<file path="src/rtl/ahb_slave_if.sv">
// AHB-Lite slave front end: turns accepted AHB transfers into a single local
// access handshake and returns OKAY, or a two-cycle ERROR on misalignment, local error or timeout.
module ahb_slave_if #(
   parameter int AHB_ADDR_WIDTH   = 32,
   parameter int AHB_DATA_WIDTH   = 32,
   parameter int AHB_WAIT_TIMEOUT = 6
) (
   input  logic                      ahb_clk_in,
   input  logic                      ahb_rstn_in,
   input  logic                      ahb_sel_in,
   input  logic [AHB_ADDR_WIDTH-1:0] ahb_addr_in,
   input  logic [1:0]                ahb_trans_in,
   input  logic                      ahb_write_in,
   input  logic [2:0]                ahb_size_in,
   input  logic [2:0]                ahb_burst_in,
   input  logic [AHB_DATA_WIDTH-1:0] ahb_wdata_in,
   input  logic                      ahb_ready_in,
   output logic                      ahb_readyout_out,
   output logic                      ahb_resp_out,
   output logic [AHB_DATA_WIDTH-1:0] ahb_rdata_out,
   output logic                      other_valid_out,
   output logic [AHB_ADDR_WIDTH-1:0] other_addr_out,
   output logic                      other_write_out,
   output logic [2:0]                other_size_out,
   output logic [AHB_DATA_WIDTH-1:0] other_wdata_out,
   input  logic                      other_ready_in,
   input  logic                      other_error_in,
   input  logic [AHB_DATA_WIDTH-1:0] other_rdata_in
);

   localparam int CW = $clog2(AHB_WAIT_TIMEOUT + 1);

   typedef enum logic [3:0] {
      IDLE   = 4'b0001,
      ACCESS = 4'b0010,
      ERR1   = 4'b0100,
      ERR2   = 4'b1000
   } state_e;

   state_e                    state_q, state_d;
   logic                      readyout_q, readyout_d;
   logic                      resp_q, resp_d;
   logic [AHB_DATA_WIDTH-1:0] rdata_q, rdata_d;
   logic                      valid_q, valid_d;
   logic [AHB_ADDR_WIDTH-1:0] addr_q, addr_d;
   logic                      write_q, write_d;
   logic [2:0]                size_q, size_d;
   logic [CW-1:0]             wcnt_q, wcnt_d;

   logic                      accept;
   logic                      bad_xfer;
   logic [AHB_ADDR_WIDTH-1:0] align_mask;

   // burst type and SEQ/NONSEQ distinction carry no meaning for a single-beat slave
   logic unused_ok;
   assign unused_ok = ^{ahb_burst_in, ahb_trans_in[0]};

   assign accept     = (state_q == IDLE) && ahb_sel_in && ahb_ready_in && ahb_trans_in[1];
   assign align_mask = (AHB_ADDR_WIDTH'(1) << ahb_size_in) - AHB_ADDR_WIDTH'(1);
   assign bad_xfer   = ((32'd8 << ahb_size_in) > 32'(AHB_DATA_WIDTH)) ||
                       (|(ahb_addr_in & align_mask));

   always_comb begin
      state_d    = state_q;
      readyout_d = readyout_q;
      resp_d     = resp_q;
      rdata_d    = rdata_q;
      valid_d    = valid_q;
      addr_d     = addr_q;
      write_d    = write_q;
      size_d     = size_q;
      wcnt_d     = wcnt_q;
      unique case (state_q)
         IDLE: begin
            readyout_d = 1'b1;
            resp_d     = 1'b0;
            if (accept) begin
               addr_d     = ahb_addr_in;
               write_d    = ahb_write_in;
               size_d     = ahb_size_in;
               readyout_d = 1'b0;
               if (bad_xfer) begin
                  state_d = ERR1;
                  resp_d  = 1'b1;
                  rdata_d = '0;
               end else begin
                  state_d = ACCESS;
                  valid_d = 1'b1;
                  wcnt_d  = '0;
               end
            end
         end
         ACCESS: begin
            if (other_ready_in) begin
               valid_d = 1'b0;
               if (other_error_in) begin
                  state_d = ERR1;
                  resp_d  = 1'b1;
                  rdata_d = '0;
               end else begin
                  state_d    = IDLE;
                  readyout_d = 1'b1;
                  resp_d     = 1'b0;
                  rdata_d    = write_q ? '0 : other_rdata_in;
               end
            end else begin
               wcnt_d = wcnt_q + CW'(1);
               // last permitted wait cycle: abandon the access
               if (wcnt_q == CW'(AHB_WAIT_TIMEOUT - 1)) begin
                  state_d = ERR1;
                  valid_d = 1'b0;
                  resp_d  = 1'b1;
                  rdata_d = '0;
               end
            end
         end
         ERR1: begin
            state_d    = ERR2;
            readyout_d = 1'b1;
            resp_d     = 1'b1;
         end
         ERR2: begin
            state_d    = IDLE;
            readyout_d = 1'b1;
            resp_d     = 1'b0;
         end
         default: begin
            state_d    = IDLE;
            readyout_d = 1'b1;
            resp_d     = 1'b0;
            valid_d    = 1'b0;
         end
      endcase
   end

   always_ff @(posedge ahb_clk_in or negedge ahb_rstn_in) begin
      if (!ahb_rstn_in) begin
         state_q    <= IDLE;
         readyout_q <= 1'b1;
         resp_q     <= 1'b0;
         rdata_q    <= '0;
         valid_q    <= 1'b0;
         addr_q     <= '0;
         write_q    <= 1'b0;
         size_q     <= '0;
         wcnt_q     <= '0;
      end else begin
         state_q    <= state_d;
         readyout_q <= readyout_d;
         resp_q     <= resp_d;
         rdata_q    <= rdata_d;
         valid_q    <= valid_d;
         addr_q     <= addr_d;
         write_q    <= write_d;
         size_q     <= size_d;
         wcnt_q     <= wcnt_d;
      end
   end

   assign ahb_readyout_out = readyout_q;
   assign ahb_resp_out     = resp_q;
   assign ahb_rdata_out    = rdata_q;
   assign other_valid_out  = valid_q;
   assign other_addr_out   = addr_q;
   assign other_write_out  = write_q;
   assign other_size_out   = size_q;
   assign other_wdata_out  = ahb_wdata_in;

endmodule

</file>
<file path="config.mk">
export PLATFORM = sky130hd
export DESIGN_NAME = ahb_slave_if
export DESIGN_NICKNAME = d
export VERILOG_FILES = /design/src/rtl/ahb_slave_if.sv
export SDC_FILE = /design/constraint.sdc
export NUM_CORES = 1
export LEC_CHECK = 0
export ABC_AREA = 1
export CAP_MARGIN = 30
export CORE_MARGIN = 2
export CORE_UTILIZATION = 42
export CTS_CLUSTER_DIAMETER = 100
export DETAILED_ROUTE_END_ITERATION = 8
export GPL_ROUTABILITY_DRIVEN = 0
export PLACE_DENSITY = 0.87
export SLEW_MARGIN = 20
export SYNTH_ARGS = -nofsm -noshare
export SYNTH_HDL_FRONTEND = slang
export SYNTH_SLANG_ARGS = --single-unit
</file>
<file path="constraint.sdc">
create_clock -name ahb_clk_in -period 3.2 [get_ports ahb_clk_in]
set_input_delay 0.48 -clock ahb_clk_in [delete_from_list [all_inputs] [get_ports ahb_clk_in]]
set_output_delay 0.48 -clock ahb_clk_in [all_outputs]
set_load 0.02 [all_outputs]
</file>
==> results.txt <==
The area share of fa/ha/maj cells after synthesis is 0.01323. The final total negative setup slack is 0 ns. Of the post-synthesis cell area, the dominant cell type holds 0.5028. The number of placed instances with taps included is 638. The number of gates given a new drive strength after cts is 0.

The worst setup path is of the in2reg kind. The post-route fraction of the period consumed by the critical path came out at 0.8086. The most area-hungry cell type in the Yosys netlist is dfrtp_1. The proportion of power drawn by the clock network came out at 0.169. The number of clock sinks seen by CTS came out at 78. The worst supply voltage drop on vdd came out at 0.0004418 V.

The total congestion overflow is 0. The slack of the worst reg-to-reg path is 1.11 ns. The critical path data required time came out at 3.48 ns. TritonCTS built the clock tree. The pin slew with the least headroom to its limit came out at 0.8226 ns. The area growth from synthesis to layout is 39.20%. The number of nets still failing antenna checks after routing came out at 0. The worst hold margin is 0.08652 ns. The count of buffers added on input and output ports is 145. The fraction of the yosys area taken by sequential cells came out at 0.5167. For this run, the total global-route usage over all layers was measured as 0.1968.

After clock tree synthesis, the clock-pin slew on the worst setup and hold paths is 0.08 ns. Setup violations remaining at the end of the flow were counted as 0. The share of the synthesized netlist area taken by xor and xnor gates is 0.002316. STA classifies the critical path startpoint as a primary input.

The final net count came out at 657. The cell internal power dissipation is 2.403 mW. The maximum fanout encountered on the critical timing path is 12. The worst register-to-register path ends at other_addr_out[22]$_DFFE_PN0P_. The start point of the critical path is ahb_size_in[0]. The area of the core came out at 8721 µm². The overall die width is 98.90 µm. The proportion of synthesized flip-flops having asynchronous set or reset is 1.000. After synthesis, the mean cell area works out to 8.879 µm². The area of the die came out at 9781 µm². After synthesis, the cell types taking the most area are dfrtp_1 (50%), nand2_1 (14%), nand2_2 (9.3%). The initial antenna violation count is 0.

The power density over the cells is 754.6 nW/µm². Overall power consumption after layout is estimated at 3.973 mW. For this run, the leading register cell type out of synthesis is dfrtp_1. The path class of the tightest hold or removal check is in2async. The number of non-filler instances in the completed layout is 654. Data on the critical path arrives at its endpoint at 2.86 ns. In this run the critical register-to-register path is launched from state_q[0]$_DFFE_PN1P_. The later pin in the worst-skew pair is clocked with a latency of 0.35 ns.

The first-pass GRT wire length came out at 15,380 µm. The total count of hold-check failures in the final report is 0. The number of instances in the synthesized netlist came out at 426. The run finished with clean final reports.

Of the cells placed in the final design, the portion with a size suffix greater than 1 is 0.1832. In the routed design, unresolved DRC markers number 0. The synthesis warning total came out at 0. The placed standard-cell area is 5071 µm². Detailed placement ended at an HPWL of 6866 µm. The worst-case reg-to-reg path depth is 8. Row generation in the floorplan step produced 34 rows. The share of total power dissipated in combinational logic is 0.458. The final clock skew is 0.007938 ns. In this run, synthesis inferred 0 flip-flops with an integrated enable.

The worst slew margin relative to its limit is 0.4508. The antenna diode count came out at 0. The most common cell in the synthesized netlist is nand2_1. The maximum level of the CTS H-tree came out at 3. The area share of and/or/nand/nor cells after synthesis is 0.3014.

The mux share of post-synthesis cell area is 0. The routed length per instance is 14.12 µm. The final cell area excluding filler cells came out at 5265 µm².

The number of different library cells in the post-synthesis netlist is 31. The sequential fraction of design power came out at 0.373. The number of max-cap violations came out at 0. By count the netlist is led by nand2_1 (146), dfrtp_1 (76), nand2_2 (56). The buffer count from post-CTS setup fixing came out at 0. The initial utilization of the core area, before any placement, comes to 0.4337. In this run the count of I/O pins placed on the die edge is 214. The maximum root-to-sink buffer count came out at 2. The clock period could shrink to 2.587 ns. The fmax came out at 386.5 MHz.

The worst setup path is captured at a register. Synthesis produced a netlist with a net count of 541. The flip-flop and latch count after synthesis is 78. The cell area that synthesis handed to floorplanning was 3782 µm². In this run the power spent charging and discharging nets is 1.570 mW. The synthesized-area fraction occupied by ao, oa, aoi and oai cells came to 0.04730. For this design the static power due to leakage is 2.539 nW. The count of routing violations after the opening detailed-route iteration came out at 89. The number of global-route vias before repair is 3,208.

The ratio of routed vias to standard cells came out at 4.754. The count of hold buffers inserted by post-cts repair is 0. The total iterations of the first detailed-routing run is 4.

The total count of max-transition violations in the final report came to 0. The number of buffers inserted during clock tree synthesis is 9. The switching share of total power came out at 0.3953. By area, the combinational part of the netlist is dominated by simple AND/OR/NAND/NOR gates. The filler cell count in the final layout came out at 747. Following the worst setup path forward leads to its endpoint at ahb_rdata_out[16]$_DFFE_PN0P_. The clock root buffer is clkbuf_8. The detailed-route wire length came out at 9233 µm. Setup repair after global routing left no endpoint under its margin. The detailed-route via count came out at 3,109. The floorplan die height is 98.90 µm. The maximum number of pins on one net before global-route repair is 79.
-- power by group through the flow --
stage	clock (mW)	sequential, mW	combinational [mW]
CTS	0.693	1.49	1.84
global route	0.730	1.52	1.97
global placement	0	1.48	1.78
floorplan	0	1.82	0.720
finish	0.671	1.48	1.82
detailed placement	0	1.50	1.84
-- final cells by class --
| cell class | count | area [µm²] | share of cell area |
|---|---|---|---|
| multi-input combinational | 273 | 1378 | 0.2616 |
| clock inverter | 5 | 36.28 | 0.006892 |
| inverter | 30 | 112.6 | 0.02139 |
| sequential | 78 | 1954 | 0.3712 |
| tap | 108 | 135.1 | 0.02567 |
| clock buffer | 10 | 137.6 | 0.02614 |
| timing repair buffer | 150 | 1511 | 0.2871 |
-- layout by cell type, fill, tap and decap left out, types with 6 or more instances in the layout --
| master | Yosys | final |
|---|---|---|
| dfrtp_1 | 76 | 76 |
| nand2_1 | 146 | 146 |
| clkbuf_8 | 0 | 10 |
| nand3_1 | 12 | 12 |
| clkdlybuf4s50_1 | 0 | 144 |
| inv_2 | 6 | 6 |
| o21ai_1 | 16 | 16 |
| nor2_1 | 8 | 8 |
| inv_1 | 24 | 24 |
| nand2_2 | 56 | 56 |
-- sequential cells by signal, indices dropped and copies added (netlist names) --
register          cells
state_q               4
ahb_readyout_out      1
other_addr_out       32
wcnt_q                3
ahb_rdata_out        32
ahb_resp_out          1
other_write_out       1
other_valid_out       1
other_size_out        3
-- per-stage QoR --
stage	setup slack (ns)	util
5_1_grt	0.4300	0.6037
3_5_place_dp	0.2302	0.5815
6_report	0.6126	0.6037
3_3_place_gp	0.2887	0.5815
4_1_cts	0.6003	0.6014
2_1_floorplan	1.179	-
-- per-layer routing --
metal	part of all wire	GRT usage	up-vias	wire length [µm]
met5	0	0	-	0
met4	0.021	0.08325	0	194
met3	0.083	0.05674	21	765
met2	0.50	0.3311	126	4655
met1	0.39	0.2359	1452	3617
li1	-	-	1510	-
-- kinds of logic after synthesis --
family / Yosys count
buffers and inverters: 75
xor gates and xnor gates: 1
and+or+nand+nor: 239
AOI/OAI and AO/OA: 29
DFF: 78
adders and majority gates: 4
-- critical path, stage by stage --
cell and delay (ns):
clkdlybuf4s50_1 0.57, inv_1 0.12, nor3_1 0.27, inv_1 0.07, ha_1 0.28, o21ai_1 0.06, nor2_1 0.10, nand2_1 0.07
nor2_2 0.10, nand3_2 0.14, o21ai_4 0.20, buf_4 0.26, nand2_2 0.07, nand2_2 0.05
-- worst min-delay path by stage --
stage	slack, ns	end	depth (start not counted)	start
after CTS	0.33	ahb_rdata_out[23]$_DFFE_PN0P_	1	ahb_rstn_in
after global placement	0.45	other_addr_out[5]$_DFFE_PN0P_	2	other_addr_out[5]$_DFFE_PN0P_
after detailed placement	0.46	ahb_rdata_out[20]$_DFFE_PN0P_	2	ahb_rdata_out[20]$_DFFE_PN0P_
after global routing	0.11	ahb_rdata_out[23]$_DFFE_PN0P_	1	ahb_rstn_in
final	0.09	ahb_rdata_out[26]$_DFFE_PN0P_	1	ahb_rstn_in
after floorplan	0.18	ahb_rdata_out[0]$_DFFE_PN0P_	0	ahb_rstn_in
No activity file was read; power rests on OpenSTA's default activity.
